## src/rtl/rsff_ctrl_seq_if.sv

```systemverilog
// rsff_ctrl_seq_if: valid/ready command channel into the RS flop-bank sequencer.
interface rsff_ctrl_seq_if #(parameter int WIDTH = 8);
    logic             req_valid;
    logic             req_ready;
    logic [1:0]       req_op;
    logic [WIDTH-1:0] req_data;
    modport master (output req_valid, req_op, req_data, input req_ready);
    modport slave  (input req_valid, req_op, req_data, output req_ready);
endinterface

```

## src/rtl/rsff_ctrl_seq.sv

```systemverilog
// rsff_ctrl_seq: turns commands and an async clear into glitch-free data/set/reset drive
// for a negedge-clocked RS flop bank, with minimum pulse widths and a guard gap.
module rsff_ctrl_seq #(
    parameter int WIDTH        = 8,
    parameter int PULSE_CYCLES = 2,
    parameter int GUARD_CYCLES = 1,
    parameter int SYNC_STAGES  = 2
) (
    input  logic             clk,
    input  logic             reset,
    rsff_ctrl_seq_if.slave   req,
    input  logic             ext_clr_async,
    output logic [WIDTH-1:0] ff_d,
    output logic             ff_reset,
    output logic             ff_set,
    output logic             busy,
    output logic             done
);
    localparam int CMAX = PULSE_CYCLES > GUARD_CYCLES ? PULSE_CYCLES : GUARD_CYCLES;
    localparam int CW = $clog2(CMAX + 1);
    localparam logic [CW-1:0] PC = CW'(PULSE_CYCLES);
    localparam logic [CW-1:0] GC = CW'(GUARD_CYCLES);
    typedef enum logic [2:0] {INIT, IDLE, LOAD, PULSE, GUARD} state_t;
    state_t                 state;
    logic [CW-1:0]          cnt;
    logic [SYNC_STAGES-1:0] sync;
    logic                   sync_prev, pending, quiet, clr_edge, pend_n;
    logic [1:0]             op;
    assign clr_edge = sync[SYNC_STAGES-1] & ~sync_prev;
    // a clear already driving ff_reset absorbs any new clear request
    assign pend_n = pending | (clr_edge & ~(state == PULSE && ff_reset));
    assign op = pending ? 2'b01 : req.req_op;
    always_ff @(posedge clk or negedge reset) begin
        if (!reset) begin
            state         <= INIT;
            cnt           <= '0;
            sync          <= '0;
            sync_prev     <= 1'b0;
            pending       <= 1'b0;
            quiet         <= 1'b1;
            ff_d          <= '0;
            ff_reset      <= 1'b1;
            ff_set        <= 1'b0;
            req.req_ready <= 1'b0;
            busy          <= 1'b1;
            done          <= 1'b0;
        end else begin
            sync      <= {sync[SYNC_STAGES-2:0], ext_clr_async};
            sync_prev <= sync[SYNC_STAGES-1];
            done      <= 1'b0;
            case (state)
                IDLE: begin
                    if (pending || (req.req_valid && req.req_ready)) begin
                        pending       <= pending ? 1'b0 : clr_edge;
                        req.req_ready <= 1'b0;
                        busy          <= 1'b1;
                        cnt           <= CW'(1);
                        if (op == 2'b01 || op == 2'b10) begin
                            state    <= PULSE;
                            ff_d     <= {WIDTH{op[1]}};
                            ff_reset <= op[0];
                            ff_set   <= op[1];
                            done     <= PULSE_CYCLES == 1 && GUARD_CYCLES == 0;
                        end else begin
                            state <= LOAD;
                            done  <= 1'b1;
                            if (op == 2'b00) ff_d <= req.req_data;
                        end
                    end else if (clr_edge) begin
                        pending       <= 1'b1;
                        req.req_ready <= 1'b0;
                    end
                end
                LOAD: begin
                    state         <= IDLE;
                    busy          <= 1'b0;
                    pending       <= pend_n;
                    req.req_ready <= ~pend_n;
                end
                GUARD: begin
                    pending <= pend_n;
                    if (cnt == GC) begin
                        state         <= IDLE;
                        busy          <= 1'b0;
                        quiet         <= 1'b0;
                        req.req_ready <= ~pend_n;
                    end else begin
                        cnt  <= cnt + 1'b1;
                        done <= ~quiet && cnt + 1'b1 == GC;
                    end
                end
                default: begin
                    // INIT and PULSE share timing; quiet suppresses done for the power-up pulse
                    pending <= pend_n;
                    if (cnt == PC) begin
                        ff_reset <= 1'b0;
                        ff_set   <= 1'b0;
                        cnt      <= CW'(1);
                        if (GUARD_CYCLES == 0) begin
                            state         <= IDLE;
                            busy          <= 1'b0;
                            quiet         <= 1'b0;
                            req.req_ready <= ~pend_n;
                        end else begin
                            state <= GUARD;
                            done  <= ~quiet && GUARD_CYCLES == 1;
                        end
                    end else begin
                        cnt  <= cnt + 1'b1;
                        done <= ~quiet && GUARD_CYCLES == 0 && cnt + 1'b1 == PC;
                    end
                end
            endcase
        end
    end
endmodule
```

## src/flat_wrapper.sv

```systemverilog
// flat-port wrapper written by rule: the top's interface ports become plain ports
module rsff_ctrl_seq_flat 
#(
    parameter int WIDTH        = 8,
    parameter int PULSE_CYCLES = 2,
    parameter int GUARD_CYCLES = 1,
    parameter int SYNC_STAGES  = 2
)
  (clk, reset, ext_clr_async, ff_d, ff_reset, ff_set, busy, done, req_req_valid, req_req_op, req_req_data, req_req_ready);
  rsff_ctrl_seq_if #(.WIDTH(WIDTH)) req_i ();
  input  logic clk;
  input  logic reset;
  input  logic ext_clr_async;
  output logic [WIDTH-1:0] ff_d;
  output logic ff_reset;
  output logic ff_set;
  output logic busy;
  output logic done;
  input wire logic [$bits(req_i.req_valid)-1:0] req_req_valid;
  input wire logic [$bits(req_i.req_op)-1:0] req_req_op;
  input wire logic [$bits(req_i.req_data)-1:0] req_req_data;
  output wire logic [$bits(req_i.req_ready)-1:0] req_req_ready;
  assign req_i.req_valid = req_req_valid;
  assign req_i.req_op = req_req_op;
  assign req_i.req_data = req_req_data;
  assign req_req_ready = req_i.req_ready;
  rsff_ctrl_seq #(.WIDTH(WIDTH), .PULSE_CYCLES(PULSE_CYCLES), .GUARD_CYCLES(GUARD_CYCLES), .SYNC_STAGES(SYNC_STAGES)) u_core (.clk(clk), .reset(reset), .req(req_i), .ext_clr_async(ext_clr_async), .ff_d(ff_d), .ff_reset(ff_reset), .ff_set(ff_set), .busy(busy), .done(done));
endmodule
```

## config.mk

```make
export PLATFORM = sky130hd
export DESIGN_NAME = rsff_ctrl_seq_flat
export DESIGN_NICKNAME = d
export VERILOG_FILES = /design/src/rtl/rsff_ctrl_seq_if.sv /design/src/rtl/rsff_ctrl_seq.sv /design/src/flat_wrapper.sv
export SDC_FILE = /design/constraint.sdc
export NUM_CORES = 1
export LEC_CHECK = 0
export ABC_AREA = 1
export BUFFER_PORTS_ARGS = -buffer_cell sky130_fd_sc_hd__buf_2
export CORE_MARGIN = 4
export CORE_UTILIZATION = 50
export DETAILED_ROUTE_END_ITERATION = 6
export GPL_ROUTABILITY_DRIVEN = 0
export PLACE_DENSITY = 0.72
export SYNTH_ARGS = -nofsm -noshare
export SYNTH_HDL_FRONTEND = slang
export SYNTH_SLANG_ARGS = --single-unit
export TNS_END_PERCENT = 10
```

## constraint.sdc

```tcl
create_clock -name clk -period 3.43 [get_ports clk]
set_input_delay 0 -clock clk [delete_from_list [all_inputs] [get_ports clk]]
set_output_delay 0 -clock clk [all_outputs]
set_load 0.1 [all_outputs]
```

* Yosys cells after proc, flatten, opt, wreduce, memory -nomap -nowiden
Cells that the tools add are included.
Cells by class: bitwise operators 9, reductions and logical operators 18, add/sub/neg operators 1, mux-type cells 35, equal/unequal tests 14
Operator list (count):
- 1-bit two-way mux | 19
- 8-bit two-way mux | 2
- 3-bit AND reduction | 5
- 3-bit two-way mux | 3
- 1-bit case mux with 3 select lines | 3
- 3-bit case mux with 3 select lines | 1
- 2-bit two-way mux | 4
- 2-bit by 1-bit == test with 1-bit output, second input constant | 3
- 3-bit by 2-bit == test with 1-bit output, second input constant | 2
- 2-bit by 1-bit != test with 1-bit output, second input constant | 3
- 1-bit inverter | 6
- 2-bit case mux with 3 select lines | 1
- 2-bit == test, second input constant | 2
- 1-bit case mux with 2 select lines | 2
- 4-bit AND reduction | 1
- 2-bit nonzero test | 2
- 4-bit nonzero test | 1
- 3-bit by 1-bit == test with 1-bit output, second input constant | 1
- 3-bit == test, second input constant | 1
- 1-bit logical AND | 3
- 3-bit by 1-bit != test with 1-bit output, second input constant | 1
- 3-bit nonzero test | 1
- 2-bit by 1-bit adder with 2-bit output, second input constant | 1
- 1-bit bitwise AND | 2
- other kinds (6) | 7
Storage, ports and cells: logic and storage cells 89, bits in registers 23

* Longest topological paths before layout
Gate-level depths: netlist (run 1).
depth in word-level cells 8, depth in mapped cells 8

* Worst setup path before layout (run 1)
Ideal clock, no wire load.
path type register to register, start register u_core.req.req_ready, end register u_core.ff_d[0], data required time 3305 ps, setup time 125 ps, buffers on the path 1, arrival time 1692 ps, setup slack 1612 ps, stages on the path, launching flop included 9, cell sequence dfrtp_1 nand2_1 nand2_1 inv_1 nor2_4 inv_2 buf_6 o21ai_1 nand2_1
On the way: word-level cells in the longest chain between the ends 3
Ends and longest elaborated chain:
- start: declaration | RTL line rsff_ctrl_seq_if.sv:8 | modport slave (input req_valid, req_op, req_data, output req_ready);
- start signal: assignment | RTL line rsff_ctrl_seq.sv:78 | req.req_ready <= ~pend_n;
- start signal: assignment | RTL line rsff_ctrl_seq.sv:86 | req.req_ready <= ~pend_n;
- start signal: assignment | RTL line rsff_ctrl_seq.sv:103 | req.req_ready <= ~pend_n;
- 1-bit logical AND | RTL line rsff_ctrl_seq.sv:53 | if (pending || (req.req_valid && req.req_ready)) begin
- 1-bit logical OR | RTL line rsff_ctrl_seq.sv:53
- 3-bit AND reduction (no line)
- end signal: assignment | RTL line rsff_ctrl_seq.sv:60 | ff_d <= {WIDTH{op[1]}};
- end signal: assignment | RTL line rsff_ctrl_seq.sv:67 | if (op == 2'b00) ff_d <= req.req_data;
- end: declaration | RTL line rsff_ctrl_seq.sv:13 | output logic [WIDTH-1:0] ff_d,
Every way passes these cells. A chain may end at the register's enable or synchronous reset.

* Worst setup path after layout (run 1)
start register u_core.pending, end register u_core.ff_d[5]
On the way: word-level cells in the longest chain between the ends 5
Ends and longest elaborated chain:
- start: declaration | RTL line rsff_ctrl_seq.sv:27 | logic sync_prev, pending, quiet, clr_edge, pend_n;
- start signal: assignment | RTL line rsff_ctrl_seq.sv:54 | pending <= pending ? 1'b0 : clr_edge;
- start signal: assignment | RTL line rsff_ctrl_seq.sv:77 | pending <= pend_n;
- start signal: assignment | RTL line rsff_ctrl_seq.sv:81 | pending <= pend_n;
- 2-bit two-way mux | RTL line rsff_ctrl_seq.sv:32 | assign op = pending ? 2'b01 : req.req_op;
- 2-bit by 1-bit == test with 1-bit output / 2-bit == test (equally long branches) | RTL line rsff_ctrl_seq.sv:58 | if (op == 2'b01 || op == 2'b10) begin
- 1-bit logical OR | RTL line rsff_ctrl_seq.sv:58
- 2-bit nonzero test (no line)
- 3-bit AND reduction (no line)
Parallel ways exist; a longest one is shown, timed or not.

==> metrics.md, run 1 <==
| Metric | Value |
|---|---|
| Status | completed |
| # DRC | 0 |
| Die width | 58.6 um |
| Core ar. | 0.00245 mm^2 |
| Synth Area in Adders | around 4% |
| GRT Total Usage | 18.6% |
| Worst path arrival time | 1.92 ns |
| Synth Net Count | around 180 |
| Sequential Area | 579 um^2 |
| PortBufs | 26 |
| Critical path peak fanout | 9 |
| DIE HEIGHT | ~60 um |
| Largest net degree at the start of global routing | 24 |
| Clk Latency, worst-skew pair | 0.30 ns |
| RSZ-0062 raised after global routing | false |
| Via density | 5.03 |
| TritonCTS clock tree | built |
| Full die area | 0.00343 mm^2 |
| Layout area overhead | 19.7% |
| Gr ovfl total | 0 |
| Share of the synthesized area in the top cell type | 39.1% |
| CTS sink cnt | 23 |
| Final setup skew | 0.000813 ns |
| Initial Util | 52.1% |
| Min Tclk post-route | 1.71 ns |
| Maximum clock path buffer count | 2 |
| Total CTS buffers | 3 |
| Yosys cell types | 25 |
| Post-synthesis xor/xnor area fraction | 0% |
| Cells after Synth | 166 |
| First-pass GRT wire length | 5020 um |
| Post-synthesis simple-gate area fraction | 36.7% |
| Share of cells above drive strength 1 | between 20% and 30% |
| # setup viols final | 0 |
| Post-synth top flop | dfrtp_1 |
| Count leader, synth | nand2_1 |
| EDFF count, synth | 0 |
| CP Launch Type | register |
| H-tree depth | 1 |
| Hold Fails Final Rpt | 0 |
| Antenna diodes | 0 |
| Max_cap viols | 0 |
| Mux cell area share after synthesis | 0% |
| Setup TNS | 0 ns |
| Number of global-route vias before repair | 1,170 |
| Vias | 1,167 |
| CTS resizes | 0 |
| Detail Route Antenna Nets | 0 |
| FFs w/ async S/R, synth | between 90% and 100% |
| Yosys top cell by area | dfrtp_1 |
| Crit end category | register |
| Syn. warnings | 0 |
| Initial DRC count | 35 |
| CTS Root Cell | clkbuf_4 |
| Worst slew margin | 65.6% |
| Yosys reg bits | 23 |
| Peak Freq | a little under 600 MHz |
| Layout Nets | approximately 220 |
| Total routed wirelength | 2710 um |
| Worst hold path class | input pin to register |
| Synth Area per Inst | a little under 8 um^2 |
| Critical Setup Path Class | register to register |
| Seq/Total Area, Yosys | between 40% and 50% |
| Number of fill cells | 240 |
| Largest family of logic cells by synthesized area | simple AND/OR/NAND/NOR gates |
| Multi-input gate area | 611 um^2 |
| Clk slew on worst S/H paths | 0.13 ns |
| Final Max Slew Viols | 0 |
| WP data required | 3.64 ns |
| Iteration count of the initial detailed-routing pass | 4 |
| Routed len/inst | ~12 um |
| Tcrit/Tclk final | 49.8% |
| Cell Area, Synth | roughly 0.0013 mm^2 |
| Initial antenna violation count | 0 |
| Compound-Gate Fraction of Synth Area | 7.14% |
| Commonest cells post-synth | 70 x nand2_1, 20 x dfrtp_1, 14 x inv_1 |
| Top post-synthesis cells by area | dfrtp_1 39%, nand2_1 21%, dfstp_2 6.2% |
| # IOs | 27 |
| Worst slew pin tran | 0.515 ns |
| Row count | 18 |
| Final HPWL DP | 2020 um |
==> cells by family (layout without fill, tap and decap cells) <==
group / Yosys count / after routing
compound gates: 16 / 16
fa+ha+maj: 4 / 4
buf+inv: 20 / 56
flops: 23 / 23
simple gates: 103 / 103
==> worst paths after layout <==
kind,from,endpoint,slack [ns],cells past startpoint
setup / recovery,u_core.pending$_DFFE_PN0P_,u_core.ff_d[5]$_DFFE_PN0P_,1.72,7
hold / removal,req_req_data[5],u_core.ff_d[5]$_DFFE_PN0P_,0.002,5
setup reg to reg,u_core.pending$_DFFE_PN0P_,u_core.ff_d[5]$_DFFE_PN0P_,1.72,7
hold reg to reg,u_core.sync[0]$_DFF_PN0_,u_core.sync[1]$_DFF_PN0_,0.37,0
max in group asynchronous,reset,u_core.busy$_DFFE_PN1P_,2.88,2
min in group asynchronous,reset,u_core.sync[1]$_DFF_PN0_,0.18,2
==> timing repair <==
item,in CTS,in global routing
hold endpoints to repair,27,0
hold buffers,8,0
buffers inserted,0,0
==> sequential cells by signal (all words and copies together) (netlist names), 2 cells and up <==
name,flops
u_core.ff_d,8
u_core.state,3
u_core.cnt,2
u_core.sync,2
==> placed cells by master, fill, tap and decap left out, drive strengths merged <==
cell type / synthesis / layout
a21boi: 2 / 2
nand3: 14 / 14
nand2: 72 / 72
o21ai: 11 / 11
dlygate4sd3: 0 / 8
buf: 2 / 26
or2: 1 / 1
nand4: 5 / 5
a21oi: 2 / 2
clkbuf: 0 / 3
clkinv: 1 / 2
ha: 4 / 4
o211ai: 1 / 1
nor2: 9 / 9
nor3: 1 / 1
dfrtp: 20 / 20
nand3b: 1 / 1
inv: 17 / 17
dfstp: 3 / 3
==> worst max-delay path, stage by stage, from the launching register on <==
cell	delay, ns
dfrtp_1	0.41
or2_2	0.31
ha_1	0.34
clkinv_1	0.23
nand2_1	0.13
nand2_1	0.06
nand2_1	0.08
nand2_1	0.05
==> stage by stage <==
stage	area, um^2	hold WS, ns	setup WS [ns]	util [%]	cells
floorplan	1280	-0.296	1.61	-	166
global placement	1430	-0.00703	1.80	58.1	220
detailed placement	1430	0.00508	1.72	58.1	220
CTS	1530	0.00129	1.70	62.4	232
global route	1530	0.0296	1.56	62.4	232
finish	1530	0.00217	1.72	62.4	232
==> routing by layer <==
layer | up-vias | GRT usage, % | share of wire [%]
met1 | 543 | 25.5 | 46
li1 | 603 | - | -
met4 | 0 | 2.91 | 0.37
met5 | - | 0 | 0
met3 | 2 | 2.63 | 3.5
met2 | 19 | 31.9 | 50
==> layout make-up <==
cell class                 instances  area share [%]
multi-input combinational        123            39.8
sequential                        23            37.8
timing repair buffer              34            13.7
inverter                          18            4.41
tap                               30            2.45
clock buffer                       3            1.47
clock inverter                     1           0.327
Power of run 1 is not shown: default switching activity piles up to over one toggle a cycle in this logic, so the estimate is an artifact.
==> inputs of run 2 (changes only) <==
Settings changed: CORE_UTILIZATION 50 to 48.
Clock period 3.43 ns to 1.5 ns, I/O delays scaled along.
==> metrics.md, run 2 (same netlist as run 1, synthesis figures left out) <==
| Metric | Value |
|---|---|
| Gr ovfl total | 0 |
| Setup WS post-layout | ~0.084 ns |
| Critical R2R Capture | u_core.ff_d[7]$_DFFE_PN0P_ |
| Vias | roughly 1,200 |
| Total routed wirelength | 2890 um |
| Most common cell after layout, fill and taps aside | nand2_1 |
| CTS sink cnt | 23 |
| # setup viols final | 0 |
| Reg-to-Reg Start | u_core.state[1]$_DFFE_PN0P_ |
| WHS Endpoint | u_core.ff_d[2]$_DFFE_PN0P_ |
| Crit-path cells | nor2_4, nand2_4, nor2_4, inv_4, nor2_4, nand2_1, nand2_1 |
| Layout Nets | 224 |
| Status | finished, violations left |
| Antenna diodes | 0 |
| Iteration count of the initial detailed-routing pass | 4 |
| Most frequent cells in the layout | 69 x nand2_1, 26 x buf_2, 17 x dfrtp_1, 14 x inv_1, 10 x nand3_1 |
| Max_cap viols | 0 |
| Crit path largest cell delay | 0.48 ns |
| Initial Util | around half |
| Flop-to-flop setup slack | 0.08 ns |
| GRT Total Usage | roughly 17% |
| Tcrit/Tclk final | 94.4% |
| # IOs | 27 |
| Initial DRC count | 23 |
| Full die area | 0.00356 mm^2 |
| Violated checks | negative hold slack |
| Critical Setup Path Class | register to register |
| Final core occ | 63.8% |
| RSZ-0062 raised after global routing | true |
| Layout area overhead | 24.6% |
| Die width | 59.6 um |
| CTS Root Cell | clkbuf_4 |
| Detail Route Antenna Nets | 0 |
| First-pass GRT wire length | 4700 um |
| Final HPWL DP | roughly 2100 um |
| R2R cell count | 7 |
| Worst hold path class | input pin to register |
| Core ar. | 0.00250 mm^2 |
| HP Start | req_req_data[2] |
| Worst path slowest cell | dfrtp_2 |
| Share of cells above drive strength 1 | 29.8% |
| Total CTS buffers | 3 |
| Critical path peak fanout | 11 |
| Number of global-route vias before repair | between 1,000 and 1,500 |
| PortBufs | 26 |
| Initial antenna violation count | 0 |
| Setup TNS | 0 ns |
| Hold Fails Final Rpt | 1 |
| Crit end category | register |
| Min Tclk post-route | approximately 1.4 ns |
| WP data required | 1.75 ns |
| Worst slew margin | 66.0% |
| Max reg flops | 8 |
| # DRC | 0 |
| Final Max Slew Viols | 0 |
| Biggest regs | u_core.ff_d: 8 flops, u_core.state: 3 flops |
| Final setup skew | 0.00817 ns |
| Largest net degree at the start of global routing | 24 |
| Maximum clock path buffer count | 2 |
| Peak Freq | 706 MHz |
| H-tree depth | 1 |
| Biggest register | u_core.ff_d |
| Worst hold margin | -0.00567 ns |
| Via density | 5.11 |
| Row count | 18 |
| DIE HEIGHT | 59.6 um |
| Clk Latency, worst-skew pair | 0.30 ns |
| Worst path arrival time | approximately 1.7 ns |
| CP most frequent cell | nor2_4 |
| Cells on Worst Hold Path | 5 |
| Pre-CTS WS | -0.0970 ns |
| Routed len/inst | 12.3 um |
| Worst slew pin tran | 0.511 ns |
| TritonCTS clock tree | built |
| CP Launch Type | register |
| Clk slew on worst S/H paths | ~0.13 ns |
## run 2: cell count changes in the layout (fill, tap and decap cells not counted), sizes merged
cell         before  now
clkbuf            3    4
dlygate4sd3       8    5
buf              26   32
clkinv            2    1
## run 2: per-stage QoR
| step | instance area, um^2 | std cells |
|---|---|---|
| 2_1_floorplan | 1280 | 166 |
| 3_3_place_gp | 1450 | 222 |
| 3_5_place_dp | 1450 | 222 |
| 4_1_cts | 1540 | 231 |
| 5_1_grt | 1600 | 235 |
| 6_report | 1600 | 235 |
## run 2: how the worst max path moves through the flow
stage | start | end | slack (ns) | cells past startpoint
floorplan | u_core.pending$_DFFE_PN0P_ | u_core.ff_d[0]$_DFFE_PN0P_ | 0.02 | 6
global placement | u_core.pending$_DFFE_PN0P_ | u_core.ff_d[0]$_DFFE_PN0P_ | -0.04 | 6
detailed placement | u_core.pending$_DFFE_PN0P_ | u_core.ff_d[7]$_DFFE_PN0P_ | -0.1 | 6
CTS | u_core.pending$_DFFE_PN0P_ | u_core.ff_d[7]$_DFFE_PN0P_ | 0.02 | 7
global route | u_core.cnt[1]$_DFFE_PN0P_ | u_core.state[2]$_DFFE_PN0P_ | -0.02 | 8
finish | u_core.state[1]$_DFFE_PN0P_ | u_core.ff_d[7]$_DFFE_PN0P_ | 0.08 | 7
## run 2: area by class of cell
| class | instances | area (um^2) |
|---|---|---|
| clock buffers | 4 | 26.3 |
| fillers | 214 | 905 |
| inverters | 18 | 75.1 |
| multi-input cells | 123 | 646 |
| flip-flops and latches | 23 | 586 |
| well taps | 30 | 37.5 |
| repair buffers | 37 | 225 |
## run 2: per-layer routing
layer / wire [um] / GRT usage (%) / share of wire [%]
met5: 0 / 0 / 0
met4: 41 / 4.11 / 1.4
met3: 138 / 3.92 / 4.8
met2: 1440 / 29.6 / 50
met1: 1280 / 21.0 / 44
## run 2: critical path, delay by kind of cell (launching register included)
family	cells	cell delay, ns
AND/OR/NAND/NOR	6	0.79
buffers and inverters	1	0.09
flip-flops	1	0.48
## run 2: what timing repair did
action,4_1_cts,5_1_grt
hold buffers,5,0
hold endpoints to repair,24,0
gates resized for setup,3,8
buffers inserted,0,4
setup endpoints to repair,11,15
pin swaps,0,2
Power of run 2 is left out for the same reason.
